===== src/rtl/gain_sched_pkg.sv =====
// rtl/gain_sched_pkg.sv - shared constants and stage-1 slot type for the gain channel scheduler
package gain_sched_pkg;

  localparam int MSB_DEF  = 31;
  localparam int NCH_DEF  = 4;
  localparam int CW_DEF   = $clog2(NCH_DEF);
  localparam int PIPE_LAT = 2;

  // One issued sample waiting for the multiply stage
  typedef struct packed {
    logic              valid;
    logic [CW_DEF-1:0] ch;
    logic [MSB_DEF:0]  gain;
    logic [MSB_DEF:0]  data;
  } s1_slot_t;

endpackage


===== src/rtl/rr_arbiter.sv =====
// rtl/rr_arbiter.sv - round-robin grant selection with a last-granted pointer
module rr_arbiter #(
  parameter int NCH = 4
) (
  input  logic                   clk,
  input  logic                   rst,
  input  logic [NCH-1:0]         req,
  input  logic                   advance,
  output logic [NCH-1:0]         grant,
  output logic [$clog2(NCH)-1:0] grant_idx
);

  localparam int CW = $clog2(NCH);

  logic [CW-1:0] rr_ptr_q;
  logic [CW-1:0] rr_ptr_d;
  logic [CW-1:0] cand;
  logic          found;

  // Search upward from the slot after the last winner; index wraps by truncation
  always_comb begin
    grant     = '0;
    grant_idx = '0;
    cand      = '0;
    found     = 1'b0;
    if (rst && advance) begin
      for (int i = 1; i <= NCH; i++) begin
        cand = rr_ptr_q + CW'(i);
        if (!found && req[cand]) begin
          found     = 1'b1;
          grant_idx = cand;
        end
      end
      if (found) grant[grant_idx] = 1'b1;
    end
    rr_ptr_d = found ? grant_idx : rr_ptr_q;
  end

  // Pointer starts at the top channel so channel 0 wins first
  always_ff @(posedge clk) begin
    if (!rst) rr_ptr_q <= CW'(NCH - 1);
    else      rr_ptr_q <= rr_ptr_d;
  end

endmodule


===== src/rtl/gain_channel_scheduler.sv =====
// rtl/gain_channel_scheduler.sv - per-channel gain registers sharing one multiply stage
module gain_channel_scheduler
  import gain_sched_pkg::*;
#(
  parameter int MSB = MSB_DEF,
  parameter int NCH = NCH_DEF,
  parameter int CW  = $clog2(NCH)
) (
  input  logic                 clk,
  input  logic                 rst,
  input  logic                 param_en,
  input  logic [CW-1:0]        param_ch,
  input  logic [MSB:0]         param_in,
  input  logic [NCH-1:0]       req,
  input  logic [NCH*(MSB+1)-1:0] data_in,
  output logic [NCH-1:0]       grant,
  output logic [MSB:0]         out,
  output logic [CW-1:0]        out_ch,
  output logic                 data_en_out
);

  logic [MSB:0]    gain_q [NCH];
  logic [CW-1:0]   grant_idx;
  s1_slot_t        s1_q;
  s1_slot_t        s1_d;
  logic [MSB:0]    out_q;
  logic [MSB:0]    out_d;
  logic [CW-1:0]   out_ch_q;
  logic            data_en_q;

  rr_arbiter #(.NCH(NCH)) u_arb (
    .clk       (clk),
    .rst       (rst),
    .req       (req),
    .advance   (~param_en),
    .grant     (grant),
    .grant_idx (grant_idx)
  );

  // Gain register file; a write lands before any later issue reads it
  always_ff @(posedge clk) begin
    if (!rst) begin
      for (int k = 0; k < NCH; k++) gain_q[k] <= '0;
    end else if (param_en) begin
      gain_q[param_ch] <= param_in;
    end
  end

  // Capture the winner's sample and gain together so later writes cannot disturb it
  always_comb begin
    s1_d       = '0;
    s1_d.valid = |grant;
    s1_d.ch    = grant_idx;
    s1_d.gain  = gain_q[grant_idx];
    s1_d.data  = data_in[grant_idx*(MSB+1) +: (MSB+1)];
    out_d      = s1_q.gain * s1_q.data;
  end

  // Two-stage pipeline; result registers hold when no new sample arrives
  always_ff @(posedge clk) begin
    if (!rst) begin
      s1_q      <= '0;
      out_q     <= '0;
      out_ch_q  <= '0;
      data_en_q <= 1'b0;
    end else begin
      s1_q      <= s1_d;
      data_en_q <= s1_q.valid;
      if (s1_q.valid) begin
        out_q    <= out_d;
        out_ch_q <= s1_q.ch;
      end
    end
  end

  assign out         = out_q;
  assign out_ch      = out_ch_q;
  assign data_en_out = data_en_q;

endmodule


===== config.mk =====
export PLATFORM = sky130hd
export DESIGN_NAME = gain_channel_scheduler
export DESIGN_NICKNAME = d
export VERILOG_FILES = /design/src/rtl/gain_sched_pkg.sv /design/src/rtl/rr_arbiter.sv /design/src/rtl/gain_channel_scheduler.sv
export SDC_FILE = /design/constraint.sdc
export NUM_CORES = 2
export LEC_CHECK = 0
export BUFFER_PORTS_ARGS = -buffer_cell sky130_fd_sc_hd__buf_2
export CELL_PAD_IN_SITES_DETAIL_PLACEMENT = 0
export CELL_PAD_IN_SITES_GLOBAL_PLACEMENT = 1
export CORE_ASPECT_RATIO = 0.7
export CORE_UTILIZATION = 54
export CTS_BUF_LIST = sky130_fd_sc_hd__clkbuf_4 sky130_fd_sc_hd__clkbuf_8
export CTS_CLUSTER_DIAMETER = 50
export CTS_CLUSTER_SIZE = 12
export DETAILED_ROUTE_END_ITERATION = 8
export GPL_TIMING_DRIVEN = 0
export PLACE_DENSITY = 0.92
export SLEW_MARGIN = 20
export SYNTH_ARGS = -nofsm -noshare
export SYNTH_HDL_FRONTEND = slang
export SYNTH_SLANG_ARGS = --single-unit

===== constraint.sdc =====
create_clock -name clk -period 15.75 [get_ports clk]
set_clock_uncertainty 0.1 [all_clocks]
set_input_delay 1.575 -clock clk [delete_from_list [all_inputs] [get_ports clk]]
set_output_delay 1.575 -clock clk [all_outputs]
set_load 0.05 [all_outputs]

==> results <==
- The run finished, with violations left.
- The checks that failed: DRC.
- After synthesis, the share of flip-flops with an asynchronous set or reset is 0%.
- The clock drives 232 sinks.
- The routed wire length is 82.82 mm.
- The startpoint identified for the worst register-to-register timing path is s1_q[44].
- For met1 alone, demand over resource in global routing was 52.32%.
- The buffer type at the clock tree root is sky130_fd_sc_hd__clkbuf_8.
- The transition time at the pin with the least slew margin is 1.174 ns.
- The worst setup path is captured at a flip-flop.
- The synthesized design contains 128 enable-type register cells.
- The clock insertion delay at the later pin of the skew report is 0.56 ns.
- The area share of xor/xnor cells in the synthesized design is 2.840%.
- Setup violations remaining at the end of the flow were counted as 0.
- The fraction of the yosys area taken by sequential cells is 23.43%.
- The critical path required time is 16.15 ns.
- The starting density of the core is 55.43%.
- Entering global routing, the biggest net connects 21 pins.
- On the critical path the largest part of the delay comes from adder cells.
- After clock tree synthesis, the clock-pin slew on the worst setup and hold paths is 0.09 ns.
- The routed via count is 19435.
- Summed over its instances, the top area cell type makes up 32.29% of the synthesized netlist area.
- In this run the mean area of a mapped cell was 9.993 um^2.
- The cell with the most instances on the worst path is sky130_fd_sc_hd__fa_1.
- Of the post-synthesis cell area, the part taken by muxes is 3.572%.
- Gates resized during post-CTS repair numbered 0.
- The max-slew headroom at the worst pin is 21.70%.
- The layer flagged by global routing as most heavily used is met2.
- The library cell with the largest summed area after synthesis is sky130_fd_sc_hd__fa_1.
- The via count of the first global-routing pass is 20404.
- The summed instance area of the synthesized netlist is 25290 um^2.
- The worst hold path belongs to the class flip-flop to flip-flop.
- The total number of placement rows is 65.
- The final cell utilization of the core is 60.75%.
- The worst reg-to-reg setup slack is 6.79 ns.
- The commonest cells after synthesis are sky130_fd_sc_hd__fa_1 (408), sky130_fd_sc_hd__inv_1 (390), sky130_fd_sc_hd__and2_1 (355).
- The worst-case IR drop observed on VDD is 0.1667 mV.
- In the synthesized netlist the dominant register cell turns out to be sky130_fd_sc_hd__edfxtp_1.
- The final number of max-transition violations was 0.
- The filler cells instantiated in the layout total 3856.
- Across the whole layout, storage elements account for 5926 um^2.
- The synthesized netlist devotes 17.26% of its cell area to simple gates.
- The number of DRC markers after the initial detailed-route iteration is 2011.
- The number of antenna violations at the first check in global routing is 5.
- On the worst path, the slowest cell contributes a delay of 0.76 ns.
- The first-pass detailed-route iteration total is 7.
- The leakage power of the design is 12.71 nW.
- The number of clock buffers inserted by TritonCTS is 24.
- The number of nets in the synthesized netlist is 3231.
- The detailed-route DRC error count is 12.
- After global routing the overflow that remains totals 0.
- Along the worst path, the maximum fanout reaches 10.
- The critical path buffer and inverter count is 5.
- By startpoint and endpoint, the worst setup path is classified as flip-flop to flip-flop.
- The count of nets left with antenna violations after detail routing is 0.
- The area occupied by multi-input gates is 17310 um^2.
- After synthesis the netlist holds a flip-flop and latch count of 232.
- The final estimated routing congestion in global placement is 1.027.
- The final net count is 3468.
- The met3 usage in global routing is 9.163%.
- Of the total synthesized cell area, the portion taken by full adders, half adders and majority gates is 38.38%.
- The share of the synthesized area in compound gates (AO/OA/AOI/OAI) is 6.298%.
- The top-level I/O count is 208.
- The part of the cycle the worst path needs is 56.89%.
- The wire-length estimate of the detail-placed layout is 66.35 mm.
- The die covers 47720 um^2.
- Across the run, the number of max-cap violations was 0.
- Global routing consumed, over all layers together, 35.97% of the routing resources.
- The standard cell with the maximum stage delay on the critical path is sky130_fd_sc_hd__clkbuf_1.
- The wire length of the first global-routing pass is 125.3 mm.
- The count of buffers added on input and output ports is 206.
- The worst min-delay path startpoint is s1_q[65].
- Of the cells placed in the final design, the portion with a size suffix greater than 1 is 10.31%.
- In the routed layout, each cell is associated on average with a via count of 5.731.
- The critical path starts at s1_q[44].
- By area, the combinational part of the netlist is dominated by adder cells.
- The width of the die is 260.7 um.
- After floorplanning, the core was sized to cover 45630 um^2.
- The data arrival time of the critical path is 9.36 ns.
- The number of buffers added for setup after CTS is 0.
- Compared with the post-synthesis result, the final layout area differs by 9.592%.
- From bottom edge to top edge, the die measures 183.1 um.
- Dividing the detail-routed wire length by the instance count gives 24.42 um.
- The clock tree from TritonCTS is yes.
- For the finished layout, the period the worst path requires is 8.961 ns.
- Setup repair after global routing left no endpoint under its margin.
- For this design the ratio of total power to cell area is 133.4 nW/um^2.
- After clock tree synthesis, the flow added hold-fix buffers numbering 0.
- By area the synthesized netlist is led by sky130_fd_sc_hd__fa_1 (32%), sky130_fd_sc_hd__edfxtp_1 (15%), sky130_fd_sc_hd__and2_1 (8.8%).
- The met2 routing resource usage after global routing is 53.42%.
- The synthesized instance count is 2531.
- The worst setup path is launched from a flip-flop.
- The number of warning messages in the yosys log is 0.
- The clock passes through at most 3 buffers.
- The sum of negative setup slack is 0 ns.
- The final hold violation count is 0.
- The H-tree depth is 1.
- The count of distinct cell types in the synthesized netlist is 58.
- After layout, the design draws a total of 3.699 mW.
- The most frequent cell after synthesis is sky130_fd_sc_hd__fa_1.
- The timing-limited maximum frequency is 0.1116 GHz.
==> layer usage <==
layer  vias up  share of wire, %
li1       8371                 -
met1      9702                42
met2      1195                43
met3       163                12
met4         4               3.1
met5         -             0.029
==> where the power goes <==
group	switching (mW)	internal [mW]	total (mW)	leakage, nW
clock	0.222	0.199	0.421	0.271
sequential	0.0564	0.699	0.755	2.10
combinational	1.53	0.993	2.52	10.3
total	1.81	1.89	3.70	12.7
==> cell usage in the layout, fill, tap and decap left out, types with 18 or more instances in the layout <==
cell type                    n
sky130_fd_sc_hd__clkbuf_1  139
sky130_fd_sc_hd__xnor2_1    64
sky130_fd_sc_hd__clkbuf_8   25
sky130_fd_sc_hd__buf_2     218
sky130_fd_sc_hd__a211oi_1  130
sky130_fd_sc_hd__nand2_1   292
sky130_fd_sc_hd__nor2_1     42
sky130_fd_sc_hd__a21oi_1    21
sky130_fd_sc_hd__inv_1     390
sky130_fd_sc_hd__fa_1      408
sky130_fd_sc_hd__nor2b_1    69
sky130_fd_sc_hd__xor2_1     18
sky130_fd_sc_hd__edfxtp_1  128
sky130_fd_sc_hd__dfxtp_1   104
sky130_fd_sc_hd__and3_1     35
sky130_fd_sc_hd__mux2i_1    88
sky130_fd_sc_hd__and2_1    355
sky130_fd_sc_hd__ha_1      123
==> through the flow <==
stage	instance area (um^2)	hold slack, ns	worst slack, ns	std cells
floorplan	25290	0.3408	8.799	2531
global placement	27080	0.3526	6.921	3340
detailed placement	27200	0.3586	6.868	3344
CTS	27700	0.3793	6.831	3387
global route	27710	0.3933	6.343	3388
finish	27720	0.3828	6.789	3391
==> flip-flops by register name, summed over array words and instances (netlist names) <==
register,cells
out_ch,2
gain_q,128
out,32
data_en_out,1
s1_q,67
u_arb.rr_ptr_q,2
==> cells by family after synthesis <==
family,count (synthesis)
and+or+nand+nor,830
xor gates and xnor gates,82
adders and majority gates,531
AOI/OAI and AO/OA,218
DFF,232
muxes,90
buffers and inverters,548
==> path summary, 6_finish.rpt <==
kind / endpoint / cells past startpoint
worst max register to register: out[31] / 25
worst min register to register: out_ch[1] / 2
worst min-delay path: out_ch[1] / 2
worst max-delay path: out[31] / 25
==> worst reg2reg max path, stage by stage, from the launching register on <==
cell and delay [ns]:
sky130_fd_sc_hd__dfxtp_1 0.42, sky130_fd_sc_hd__clkbuf_1 0.64, sky130_fd_sc_hd__clkbuf_1 0.77, sky130_fd_sc_hd__nand2_1 0.18, sky130_fd_sc_hd__fa_1 0.54, sky130_fd_sc_hd__fa_1 0.52, sky130_fd_sc_hd__inv_1 0.05, sky130_fd_sc_hd__fa_1 0.50
sky130_fd_sc_hd__inv_1 0.05, sky130_fd_sc_hd__fa_1 0.45, sky130_fd_sc_hd__fa_1 0.50, sky130_fd_sc_hd__fa_1 0.54, sky130_fd_sc_hd__inv_1 0.05, sky130_fd_sc_hd__fa_1 0.49, sky130_fd_sc_hd__fa_1 0.45, sky130_fd_sc_hd__ha_1 0.44
sky130_fd_sc_hd__and2_1 0.20, sky130_fd_sc_hd__a311oi_1 0.53, sky130_fd_sc_hd__o21ai_0 0.15, sky130_fd_sc_hd__a21oi_1 0.14, sky130_fd_sc_hd__o21ai_1 0.15, sky130_fd_sc_hd__a41o_1 0.31, sky130_fd_sc_hd__o21ai_0 0.22, sky130_fd_sc_hd__xnor2_1 0.26
sky130_fd_sc_hd__mux2i_1 0.14, sky130_fd_sc_hd__nor2_1 0.12
==> final cells by class <==
cell class,count,share of cell area (%)
clock inverters,4,0.1896
plain buffers,157,2.212
clock buffers,39,1.621
inverters,391,5.295
flip-flops and latches,232,21.38
repair buffers,211,4.103
multi-input cells,1751,62.45
diodes,3,0.02708
well taps,603,2.722
Note: power is estimated with default switching activity, not from simulation.
